**src/rtl/serial_adder_if.sv**
```systemverilog
// serial_adder_if: operand/result bundle for the bit-serial adder.
//   master: drives start, sub, a, b, cin; observes ready, busy, done, sum, carry_out, overflow
//   slave : the adder side of the same signals
interface serial_adder_if #(
    parameter int WIDTH = 8
);
    logic             start;
    logic             sub;
    logic             cin;
    logic [WIDTH-1:0] a;
    logic [WIDTH-1:0] b;
    logic             ready;
    logic             busy;
    logic             done;
    logic [WIDTH-1:0] sum;
    logic             carry_out;
    logic             overflow;
    modport master (
        output start, sub, cin, a, b,
        input  ready, busy, done, sum, carry_out, overflow
    );
    modport slave (
        input  start, sub, cin, a, b,
        output ready, busy, done, sum, carry_out, overflow
    );
endinterface

```
**src/rtl/serial_adder.sv**
```systemverilog
// serial_adder: LSB-first bit-serial add/subtract through one full-adder cell and a carry FF.
//   clk   : system clock, rising edge
//   rst_n : asynchronous active-low reset
//   bus   : serial_adder_if slave (start/sub/a/b/cin in; ready/busy/done/sum/carry_out/overflow out)
module serial_adder #(
    parameter  int WIDTH = 8,
    localparam int CNT_W = $clog2(WIDTH + 1)
) (
    input logic          clk,
    input logic          rst_n,
    serial_adder_if.slave bus
);
    typedef enum logic [1:0] {IDLE, RUN, DONE} state_t;
    state_t           state_q, state_d;
    logic [WIDTH-1:0] a_q, a_d, b_q, b_d, sum_q, sum_d;
    logic [WIDTH-2:0] ps_q, ps_d;
    logic [CNT_W-1:0] cnt_q, cnt_d;
    logic             c_q, c_d, co_q, co_d, ov_q, ov_d;
    logic             s, c_nxt, last;
    assign s     = a_q[0] ^ b_q[0] ^ c_q;
    assign c_nxt = (a_q[0] & b_q[0]) | (c_q & (a_q[0] ^ b_q[0]));
    assign last  = cnt_q == CNT_W'(WIDTH - 1);
    always_comb begin
        state_d = state_q;
        a_d     = a_q;
        b_d     = b_q;
        ps_d    = ps_q;
        cnt_d   = cnt_q;
        c_d     = c_q;
        sum_d   = sum_q;
        co_d    = co_q;
        ov_d    = ov_q;
        case (state_q)
            IDLE: if (bus.start) begin
                a_d     = bus.a;
                b_d     = bus.sub ? ~bus.b : bus.b;
                c_d     = bus.sub | bus.cin;
                cnt_d   = '0;
                state_d = RUN;
            end
            RUN: begin
                // partial sum keeps the WIDTH-1 low bits; the MSB joins them directly at the last edge
                ps_d  = (ps_q >> 1) | ((WIDTH - 1)'(s) << (WIDTH - 2));
                a_d   = a_q >> 1;
                b_d   = b_q >> 1;
                c_d   = c_nxt;
                cnt_d = cnt_q + CNT_W'(1);
                if (last) begin
                    // at the MSB edge c_q is the latched carry into the MSB
                    sum_d   = {s, ps_q};
                    co_d    = c_nxt;
                    ov_d    = c_q ^ c_nxt;
                    state_d = DONE;
                end
            end
            default: state_d = IDLE;
        endcase
    end
    always_ff @(posedge clk or negedge rst_n) begin
        if (!rst_n) begin
            state_q <= IDLE;
            a_q     <= '0;
            b_q     <= '0;
            ps_q    <= '0;
            cnt_q   <= '0;
            c_q     <= 1'b0;
            sum_q   <= '0;
            co_q    <= 1'b0;
            ov_q    <= 1'b0;
        end else begin
            state_q <= state_d;
            a_q     <= a_d;
            b_q     <= b_d;
            ps_q    <= ps_d;
            cnt_q   <= cnt_d;
            c_q     <= c_d;
            sum_q   <= sum_d;
            co_q    <= co_d;
            ov_q    <= ov_d;
        end
    end
    assign bus.ready     = state_q == IDLE;
    assign bus.busy      = state_q == RUN;
    assign bus.done      = state_q == DONE;
    assign bus.sum       = sum_q;
    assign bus.carry_out = co_q;
    assign bus.overflow  = ov_q;
endmodule

```
**src/flat_wrapper.sv**
```systemverilog
// flat-port wrapper written by rule: the top's interface ports become plain ports
module serial_adder_flat 
#(
    parameter  int WIDTH = 8,
    localparam int CNT_W = $clog2(WIDTH + 1)
)
  (clk, rst_n, bus_start, bus_sub, bus_cin, bus_a, bus_b, bus_ready, bus_busy, bus_done, bus_sum, bus_carry_out, bus_overflow);
  serial_adder_if #(.WIDTH(WIDTH)) bus_i ();
  input logic clk;
  input logic rst_n;
  input wire logic [$bits(bus_i.start)-1:0] bus_start;
  input wire logic [$bits(bus_i.sub)-1:0] bus_sub;
  input wire logic [$bits(bus_i.cin)-1:0] bus_cin;
  input wire logic [$bits(bus_i.a)-1:0] bus_a;
  input wire logic [$bits(bus_i.b)-1:0] bus_b;
  output wire logic [$bits(bus_i.ready)-1:0] bus_ready;
  output wire logic [$bits(bus_i.busy)-1:0] bus_busy;
  output wire logic [$bits(bus_i.done)-1:0] bus_done;
  output wire logic [$bits(bus_i.sum)-1:0] bus_sum;
  output wire logic [$bits(bus_i.carry_out)-1:0] bus_carry_out;
  output wire logic [$bits(bus_i.overflow)-1:0] bus_overflow;
  assign bus_i.start = bus_start;
  assign bus_i.sub = bus_sub;
  assign bus_i.cin = bus_cin;
  assign bus_i.a = bus_a;
  assign bus_i.b = bus_b;
  assign bus_ready = bus_i.ready;
  assign bus_busy = bus_i.busy;
  assign bus_done = bus_i.done;
  assign bus_sum = bus_i.sum;
  assign bus_carry_out = bus_i.carry_out;
  assign bus_overflow = bus_i.overflow;
  serial_adder #(.WIDTH(WIDTH)) u_core (.clk(clk), .rst_n(rst_n), .bus(bus_i));
endmodule
```
**config.mk**
```make
export PLATFORM = sky130hd
export DESIGN_NAME = serial_adder_flat
export DESIGN_NICKNAME = d
export VERILOG_FILES = /design/src/rtl/serial_adder_if.sv /design/src/rtl/serial_adder.sv /design/src/flat_wrapper.sv
export SDC_FILE = /design/constraint.sdc
export NUM_CORES = 1
export LEC_CHECK = 0
export CAP_MARGIN = 40
export CORE_MARGIN = 2
export CORE_UTILIZATION = 47
export DETAILED_ROUTE_END_ITERATION = 8
export MAX_ROUTING_LAYER = met4
export PLACE_DENSITY = 0.82
export REMOVE_ABC_BUFFERS = 1
export SLEW_MARGIN = 20
export SYNTH_ARGS = -nofsm -noshare
export SYNTH_HDL_FRONTEND = slang
export SYNTH_SLANG_ARGS = --single-unit
```
**constraint.sdc**
```tcl
create_clock -name clk -period 2.6 [get_ports clk]
set_clock_uncertainty 0.1 [all_clocks]
set_input_delay 0.39 -clock clk [delete_from_list [all_inputs] [get_ports clk]]
set_output_delay 0.39 -clock clk [all_outputs]
set_load 0.01 [all_outputs]
```
==> results.py <==
metrics = {
    "pwr": {
        "cellPowerDensity_mw_per_mm2": 1118,
        "leakage_nw": 1.041,
        "total_power_mw": 2.639,
        "ir_drop_v": 0.0004915,
    },
    "clock_network": {
        "cts_sinks": 40,
        "cts_tree": "built",
        "cts_setup_buffers": 0,
        "cts_max_path_buffers": 2,
        "cts_buffers": 5,
        "cts-root-buf": "clkbuf_8",
        "clk_latency_ns": 0.29,
        "cts.clk_slew.worst_paths_ns": 0.07,
        "htree_levels": 2,
    },
    "setup_path": {
        "cpMaxStageDelayCell": "clkdlybuf4s50_1",
        "cp_max_fo": 17,
        "crit_chain": "nand2b_1 > inv_2 > clkdlybuf4s50_1",
        "critical_path_arrival_ns": 1.69,
        "start_kind": "flop",
        "critPathCaptureType": "output port",
        "worstPathRequired_ns": 2.11,
        "timing_worst_setup_path_type": "reg -> out",
        "path_buf_inv": 2,
        "cpLargestDelayFamily": "buffers and inverters",
        "critPathMaxStageDelay_ns": 0.61,
    },
    "yosys": {
        "synth_cell_type_count": 28,
        "synth-edff-count": 0,
        "ys.warnings.count": 0,
        "yosysTopAreaCell": "dfrtp_1",
        "synthFlopType": "dfrtp_1",
        "synth_cells": 175,
        "synthesis.area_sq_mm": 0.001834,
        "yosysTopAreaCellShare": 0.5457,
        "synth_seq_cells": 40,
        "syn_area_per_cell_sq_um": 10.48,
        "ys_top_cells_by_area": "dfrtp_1 (55%), nand2_1 (8.4%), mux2_2 (6.1%)",
        "synth_seq_area_share": 0.5457,
        "async_reset_ff_frac": 1.000,
    },
    "sta": {
        "finalCritPeriodShare": 0.8401,
        "rsz0062_at_grt": "false",
        "setup_viol": 0,
        "slew_headroom": 0.6070,
        "hold_violations": 0,
        "max_freq_mhz": 457.8,
        "tns_ns": 0,
        "tightestPinTransition_ns": 0.5883,
        "worst_slack_ns": 0.4156,
        "fin_crit_ns": 2.184,
        "slew_viol_final": 0,
    },
    "die": {
        "row_count": 22,
        "die_height_microns": 66.47,
        "dieArea_sq_mm": 0.004418,
        "core_region_area_sq_mm": 0.003716,
        "die_x_microns": 66.47,
        "start_util": 0.4936,
        "io_pins": 34,
    },
    "global_route": {
        "first_global_vias": 1345,
        "antenna_found_initial": 0,
        "grtUsageMet2": 0.3038,
        "gr-usage-met3": 0.05068,
        "grt.total_usage": 0.1930,
        "met1_usage": 0.2492,
        "overflow": 0,
        "grt_pass1_wl_mm": 6.210,
        "grt_max_degree": 34,
        "busiest_layer": "met2",
    },
    "route": {
        "drc": 0,
        "detail-route-antenna-nets": 0,
        "viasPerCell": 5.322,
        "routedWlPerCell_microns": 13.79,
        "drt_iter0_markers": 88,
        "num_vias": 1389,
        "drtPass1Iterations": 4,
        "wl_mm": 3.599,
    },
    "place": {
        "dp.final_hpwl_mm": 2.538,
        "io_buffer_count": 33,
        "dp.cells": 252,
        "globalplace.congestion": 0.8465,
        "place_worst_setup_slack_ns": 0.6247,
    },
    "final_layout": {
        "final_cell_mix": "nand2_1 (41), dfrtp_1 (40), clkdlybuf4s50_1 (32)",
        "final_common_cell": "nand2_1",
        "n_antenna_cell": 0,
        "final_core_util": 0.6350,
        "finalNonFillerCells": 261,
        "nNetsFinal": 235,
        "syn_to_final_growth_pct": 28.65,
        "drive_gt1_frac": 0.1362,
    },
    "flow_run": {
        "cap_viol_max_count": 0,
    },
    "worst_hold_path": {
        "holdCritPathClass": "in -> async",
    },
    "run_status": {
        "status": "finished clean",
    },
}
==> synthesized netlist by cell type (all sizes together), types with 2 or more instances <==
master	number
nand2	41
nor2b	10
o221ai	6
nand3	2
nand2b	2
mux2	10
buf	7
nor2	3
xnor2	8
a22o	2
clkbuf	4
dfrtp	40
a21oi	10
a22oi	8
o21ai	11
==> power by group <==
part	internal (mW)	total, mW	leakage, nW	switching [mW]
logic	0.520	1.02	0.458	0.505
clock network	0.339	0.551	0.0645	0.212
registers	0.885	1.06	0.518	0.178
==> layer usage <==
| metal | wire length, microns | vias up |
|---|---|---|
| met4 | 39 | 0 |
| met5 | 0 | - |
| met1 | 1723 | 677 |
| met3 | 141 | 5 |
| met2 | 1695 | 30 |
| li1 | - | 677 |
==> worst paths after layout <==
check | slack [ns] | to | cells after the start | start
hold / removal | 0.38 | u_core.bus.sum[3] | 2 | rst_n
setup / recovery | 0.42 | bus_busy | 3 | u_core.state_q[1]
hold reg to reg | 0.39 | u_core.ps_q[0] | 2 | u_core.ps_q[0]
min in group clk | 0.39 | u_core.ps_q[0] | 2 | u_core.ps_q[0]
setup reg to reg | 0.93 | u_core.bus.sum[0] | 5 | u_core.state_q[1]
max in group asynchronous | 1.60 | u_core.cnt_q[3] | 3 | rst_n
==> area by class of cell <==
type / instances / area [sq um]
fillers: 328 / 1356
flip-flops and latches: 40 / 1001
repair buffers: 41 / 400.4
multi-input cells: 123 / 768.2
well taps: 48 / 60.06
clock inverters: 1 / 30.03
clock buffers: 7 / 96.34
inverters: 1 / 3.754
==> per-stage QoR <==
step | hold slack, ns | instance area (sq um)
final | 0.3762 | 2360
after global routing | 0.3983 | 2360
after CTS | 0.3705 | 2360
after detailed placement | 0.1521 | 2223
after global placement | 0.3558 | 2203
after floorplan | -0.005591 | 1773
==> logic make-up after synthesis <==
kind of cell    synth area share
compound gates            0.1412
xor+xnor                 0.04298
fa+ha+maj                0.01773
buf+inv                  0.03546
flops                     0.5457
mux                      0.06685
simple gates              0.1501
==> flip-flops by register name (all words and copies together) (netlist names) <==
signal	count
u_core.c_q	1
u_core.b_q	8
u_core.bus.carry_out	1
u_core.ps_q	7
u_core.cnt_q	4
u_core.state_q	2
u_core.a_q	8
u_core.bus.sum	8
u_core.bus.overflow	1
==> what timing repair did <==
action,CTS,global route
gates resized for setup,0,0
hold endpoints to repair,7,0
hold buffers,1,0
Note: power is estimated with default switching activity, not from simulation.
